**src/rtl/row_serializer.sv**
```systemverilog
// Parallel-to-serial row writer: captures one IM_SIZE-word row and writes it oldest-first to RAM.
// Optional frame checksum accumulator enabled by defining ROW_SER_CHKSUM_EN.
//
// state | meaning
// IDLE  | waiting for a row; row_ready follows en
// SEND  | streaming captured words to RAM, one per enabled cycle
// DONE  | one-cycle frame_done pulse after the last row of a frame
module row_serializer #(
    parameter int BW      = 16,
    parameter int IM_SIZE = 28,
    parameter int AW      = 10
) (
    input  logic                  clk,
    input  logic                  rst,
    input  logic                  en,
    input  logic                  frame_clr,
    input  logic                  row_valid,
    output logic                  row_ready,
    input  logic [BW*IM_SIZE-1:0] row_data,
    output logic                  ram_we,
    output logic [AW-1:0]         ram_addr,
    output logic [BW-1:0]         ram_data,
    output logic                  busy,
    output logic                  frame_done,
    output logic [BW+AW-1:0]      chksum
);

    localparam int RW = BW * IM_SIZE;
    localparam int CW = (IM_SIZE > 1) ? $clog2(IM_SIZE) : 1;
    localparam logic [CW-1:0] LAST = CW'(IM_SIZE - 1);

    typedef enum logic [1:0] {
        IDLE = 2'd0,
        SEND = 2'd1,
        DONE = 2'd2
    } state_t;

    state_t          state_q, state_d;
    logic [AW-1:0]   addr_q, addr_d;
    logic [CW-1:0]   row_cnt_q, row_cnt_d;
    logic [CW-1:0]   word_cnt_q, word_cnt_d;
    logic [RW-1:0]   shadow_q, shadow_d;
    logic            ram_we_q, ram_we_d;
    logic [AW-1:0]   ram_addr_q, ram_addr_d;
    logic [BW-1:0]   ram_data_q, ram_data_d;
    logic            frame_done_q, frame_done_d;

    // The shadow register shifts toward its top word, so the oldest sample is always on top.
    always_comb begin
        state_d      = state_q;
        addr_d       = addr_q;
        row_cnt_d    = row_cnt_q;
        word_cnt_d   = word_cnt_q;
        shadow_d     = shadow_q;
        ram_we_d     = 1'b0;
        ram_addr_d   = ram_addr_q;
        ram_data_d   = ram_data_q;
        frame_done_d = 1'b0;

        if (frame_clr) begin
            state_d    = IDLE;
            addr_d     = '0;
            row_cnt_d  = '0;
            word_cnt_d = '0;
        end else begin
            case (state_q)
                IDLE: begin
                    if (row_valid && en) begin
                        shadow_d   = row_data;
                        word_cnt_d = '0;
                        state_d    = SEND;
                    end
                end
                SEND: begin
                    if (en) begin
                        ram_we_d   = 1'b1;
                        ram_addr_d = addr_q;
                        ram_data_d = shadow_q[RW-1 -: BW];
                        shadow_d   = shadow_q << BW;
                        addr_d     = addr_q + AW'(1);
                        word_cnt_d = word_cnt_q + CW'(1);
                        if (word_cnt_q == LAST) begin
                            word_cnt_d = '0;
                            if (row_cnt_q == LAST) begin
                                row_cnt_d    = '0;
                                addr_d       = '0;
                                frame_done_d = 1'b1;
                                state_d      = DONE;
                            end else begin
                                row_cnt_d = row_cnt_q + CW'(1);
                                state_d   = IDLE;
                            end
                        end
                    end
                end
                DONE: state_d = IDLE;
                default: state_d = IDLE;
            endcase
        end
    end

    always_ff @(posedge clk or posedge rst) begin
        if (rst) begin
            state_q      <= IDLE;
            addr_q       <= '0;
            row_cnt_q    <= '0;
            word_cnt_q   <= '0;
            shadow_q     <= '0;
            ram_we_q     <= 1'b0;
            ram_addr_q   <= '0;
            ram_data_q   <= '0;
            frame_done_q <= 1'b0;
        end else begin
            state_q      <= state_d;
            addr_q       <= addr_d;
            row_cnt_q    <= row_cnt_d;
            word_cnt_q   <= word_cnt_d;
            shadow_q     <= shadow_d;
            ram_we_q     <= ram_we_d;
            ram_addr_q   <= ram_addr_d;
            ram_data_q   <= ram_data_d;
            frame_done_q <= frame_done_d;
        end
    end

    // Gated by rst so every output reads 0 while reset is held.
    assign row_ready  = ~rst & (state_q == IDLE) & en & ~frame_clr;
    assign busy       = (state_q == SEND);
    assign ram_we     = ram_we_q;
    assign ram_addr   = ram_addr_q;
    assign ram_data   = ram_data_q;
    assign frame_done = frame_done_q;

`ifdef ROW_SER_CHKSUM_EN
    logic [BW+AW-1:0] chksum_q, chksum_d;
    logic             clr_pend_q, clr_pend_d;

    // The finished sum stays visible after frame_done; it is dropped on the next frame's first write.
    always_comb begin
        chksum_d   = chksum_q;
        clr_pend_d = clr_pend_q;
        if (frame_clr) begin
            chksum_d   = '0;
            clr_pend_d = 1'b0;
        end else begin
            if (ram_we_d) begin
                chksum_d   = (clr_pend_q ? '0 : chksum_q) + {{AW{1'b0}}, ram_data_d};
                clr_pend_d = 1'b0;
            end
            if (frame_done_d)
                clr_pend_d = 1'b1;
        end
    end

    always_ff @(posedge clk or posedge rst) begin
        if (rst) begin
            chksum_q   <= '0;
            clr_pend_q <= 1'b0;
        end else begin
            chksum_q   <= chksum_d;
            clr_pend_q <= clr_pend_d;
        end
    end

    assign chksum = chksum_q;
`else
    assign chksum = '0;
`endif

endmodule

```
**config.mk**
```make
export PLATFORM = sky130hd
export DESIGN_NAME = row_serializer
export DESIGN_NICKNAME = d
export VERILOG_FILES = /design/src/rtl/row_serializer.sv
export SDC_FILE = /design/constraint.sdc
export NUM_CORES = 1
export LEC_CHECK = 0
export ABC_AREA = 1
export ABC_CLOCK_PERIOD_IN_PS = 25300
export BUFFER_PORTS_ARGS = -buffer_cell sky130_fd_sc_hd__buf_2
export CORE_ASPECT_RATIO = 1.1
export CORE_UTILIZATION = 31
export CTS_CLUSTER_DIAMETER = 80
export DETAILED_ROUTE_END_ITERATION = 10
export PLACE_DENSITY = 0.58
export SYNTH_ARGS = -nofsm -noshare
export SYNTH_HDL_FRONTEND = slang
export SYNTH_SLANG_ARGS = --single-unit
```
**constraint.sdc**
```tcl
create_clock -name clk -period 25.3 [get_ports clk]
set_input_delay 5.06 -clock clk [delete_from_list [all_inputs] [get_ports clk]]
set_output_delay 5.06 -clock clk [all_outputs]
set_load 0.03 [all_outputs]
```
==> metrics list <==
- The post-route netlist has 17.0% of its cells at a drive strength greater than 1.
- STA puts the critical path data required time at 20.24 ns.
- The number of clock buffers added by TritonCTS is 57.
- Final setup viols: 0
* Clk slew on worst S/H paths: 0.06 ns
- Synth unique cells: 27
- Worst setup slack after layout: 14.36 ns
* Area growth from synthesis to final layout: 20.6%
- The clock tree synthesis step divided the H-tree into 2 levels.
- In this run the clock root is driven by a sky130_fd_sc_hd__clkbuf_16.
- From left edge to right edge, the die measures between 200 and 300 µm.
- STA classifies the critical path startpoint as a primary input.
* Pre-CTS setup slack: 14.38 ns
- Antenna-violating nets left: 0
- The initial antenna violation count was 39.
* Detailed Route WL: 72100 µm
* Critical path fanouts, max: 6
- Wire length of the first global-routing pass: approximately 110000 µm
- Routability cong.: approximately 0.84
- Vias in the first global route: 19500
* Cts repair resizes: 0
- The final number of max-transition violations is 0.
- The tightest hold path in the finished design has a slack of 0.483 ns.
- The library cell used most frequently in the layout, excluding fill and tap cells, is sky130_fd_sc_hd__nand2_1.
* Starting Density: 31.4%
* Wire per inst: 15.6 µm
- After synthesis the cells add up to 24000 µm².
- Setup Buffers After CTS: 0
* Power density relative to cell area: 83.4 nW/µm²
- Count of flip-flops with a built-in enable after synthesis: 0
- Cell area after placement: between 20000 and 30000 µm²
- Avg Cell Area, Syn: 7.59 µm²
- In the final design database the tool counted approximately 4000 nets.
* Starting DRC count in detailed routing: roughly 1400
- The die covers slightly below 80000 µm².
* Worst-Skew Late Latency: 0.62 ns
- Endpoint class of the critical path: output pin
* Longest Clk Path Bufs: 3
* Reported max-cap violation count: 0
- Number of remaining DRC errors: 0
- Num rows: 106
- Worst endpoint data arrival time: 5.88 ns
- Leakage power of the design: 14.7 nW
- Vias per Instance: ~4.5
- After layout, the minimum clock period comes to roughly 11 ns.
- Yosys printed 0 warnings.
- For this run, the detailed router's first-pass iteration total came to 6.
- Final non-filler cell area: 29000 µm²
- Number of clock sinks: roughly 500
* FILL cells: 8195
- Overall via count from detail_route: around 21000
- Maximum number of pins on one net before global-route repair: 243
- Post-synth ARST share: 100%
* Classification of the worst-slack hold path: register to register
- Placed cell count: about 4500
- At the pin with the least slew margin, the transition time is 1.11 ns.
* CTS hold repair buffers: 0
- Count of mapped cells out of synthesis: approximately 3200
- Across every metal layer, demand over resource in global routing totals 18.0%.
- The final number of hold-violating endpoints came to 0.
- # port buffers: between 400 and 500
- The worst path uses 43.2% of the clock period.
* Sequential cell area fraction in the yosys report: 51.9%
- Leaving out filler cells and counting taps, the final layout contains 4609.
- Across the routed clock network, the largest skew measured is ~0.016 ns.
* RSZ-0062 raised after global routing: no
- Final global-route overflow total: 0
- Worst relative slew slack: 25.7%
* Synth Register Bits: 498
- Result of the run: finished clean
- IR analysis of the VDD net gives a maximum drop of 0.0000571 V.
- Ports placed on the boundary: 509
* Post-detailed-placement half-perimeter wirelength: 51200 µm
- In this run the standard cell core region covers 76400 µm².
* Setup TNS Final: 0 ns
- In the synthesized netlist the dominant register cell turns out to be sky130_fd_sc_hd__dfrtp_1.
- Fmax: 91.4 MHz
- The critical path is of the primary input to output pin type.
- The top cell types in the final layout, fill and taps aside, are sky130_fd_sc_hd__nand2_1 (953), sky130_fd_sc_hd__o21ai_0 (620), sky130_fd_sc_hd__dfrtp_1 (498).
- TritonCTS clock tree: built
* Die Y-Extent: 294 µm
==> power breakdown <==
part / total, W / internal, W / switching, W
combinational: 0.000488 / 0.000159 / 0.000329
clock: 0.000880 / 0.000526 / 0.000354
sequential: 0.00105 / 0.000994 / 0.0000537
==> area by class of cell <==
cell class                 instances  area, µm²  area share [%]
inverter                         480       1810            6.25
timing repair buffer             499       2580            8.90
tap                             1026       1280            4.43
sequential                       498      12500            43.0
clock buffer                      79       1680            5.80
clock inverter                    29        339            1.17
multi-input combinational       1983       8770            30.3
antenna                           15       37.5           0.130
==> Yosys cell counts (all sizes together) (2+ instances only) <==
| library cell | count | area, µm² |
|---|---|---|
| xor2 | 2 | 17.5 |
| clkbuf | 112 | 420 |
| nand2 | 956 | 3600 |
| inv | 479 | 1800 |
| o21ai | 916 | 4580 |
| dfrtp | 498 | 12500 |
| nand4 | 8 | 50.1 |
| nor3 | 3 | 15.0 |
| ha | 3 | 37.5 |
| nor2 | 26 | 105 |
| buf | 116 | 681 |
| nand3 | 36 | 180 |
| o22ai | 3 | 18.8 |
==> stage by stage <==
| stage | utilization, % | total power [W] |
|---|---|---|
| floorplan | - | 0.00139 |
| global placement | 35.2 | 0.00154 |
| detailed placement | 35.2 | 0.00156 |
| CTS | 37.9 | 0.00245 |
| global route | 37.9 | 0.00257 |
| finish | 37.9 | 0.00242 |
==> cell families after synthesis <==
family	Yosys count	share of synthesized area [%]
xor+xnor	3	0.109
simple gates	1029	16.5
buf+inv	708	12.1
fa+ha+maj	3	0.156
other cells	1	0.0156
flops	498	51.9
compound gates	921	19.2
mux	1	0.0417
==> registers in the layout, summed over array words and instances, names as in the netlist <==
register and cells:
shadow_q 448, ram_data 16, addr_q 10, ram_addr 10
row_cnt_q 5, word_cnt_q 5, state_q 2, frame_done 1
ram_we 1
==> worst paths after layout <==
check / start / endpoint / slack, ns / cells past startpoint
worst max-delay path: frame_clr / row_ready / 14.36 / 5
worst min register to register: ram_data[14] / ram_data[14] / 0.48 / 2
max in group asynchronous: rst / shadow_q[422] / 18.39 / 4
min in group asynchronous: rst / state_q[0] / 4.61 / 2
worst max register to register: state_q[1] / shadow_q[11] / 19.77 / 10
worst min-delay path: ram_data[14] / ram_data[14] / 0.48 / 2
==> metal layers <==
layer / routed length [µm] / global-route usage (%)
met5: 282 / 0
met4: 2530 / 6.57
met3: 5600 / 5.14
met2: 33700 / 29.8
met1: 29900 / 22.3
==> worst max-delay path, stage by stage <==
cell	delay (ns)
sky130_fd_sc_hd__buf_2	0.15
sky130_fd_sc_hd__nor3_1	0.21
sky130_fd_sc_hd__inv_1	0.09
sky130_fd_sc_hd__nor3_1	0.14
sky130_fd_sc_hd__buf_2	0.22
No activity file was read; power rests on OpenSTA's default activity.
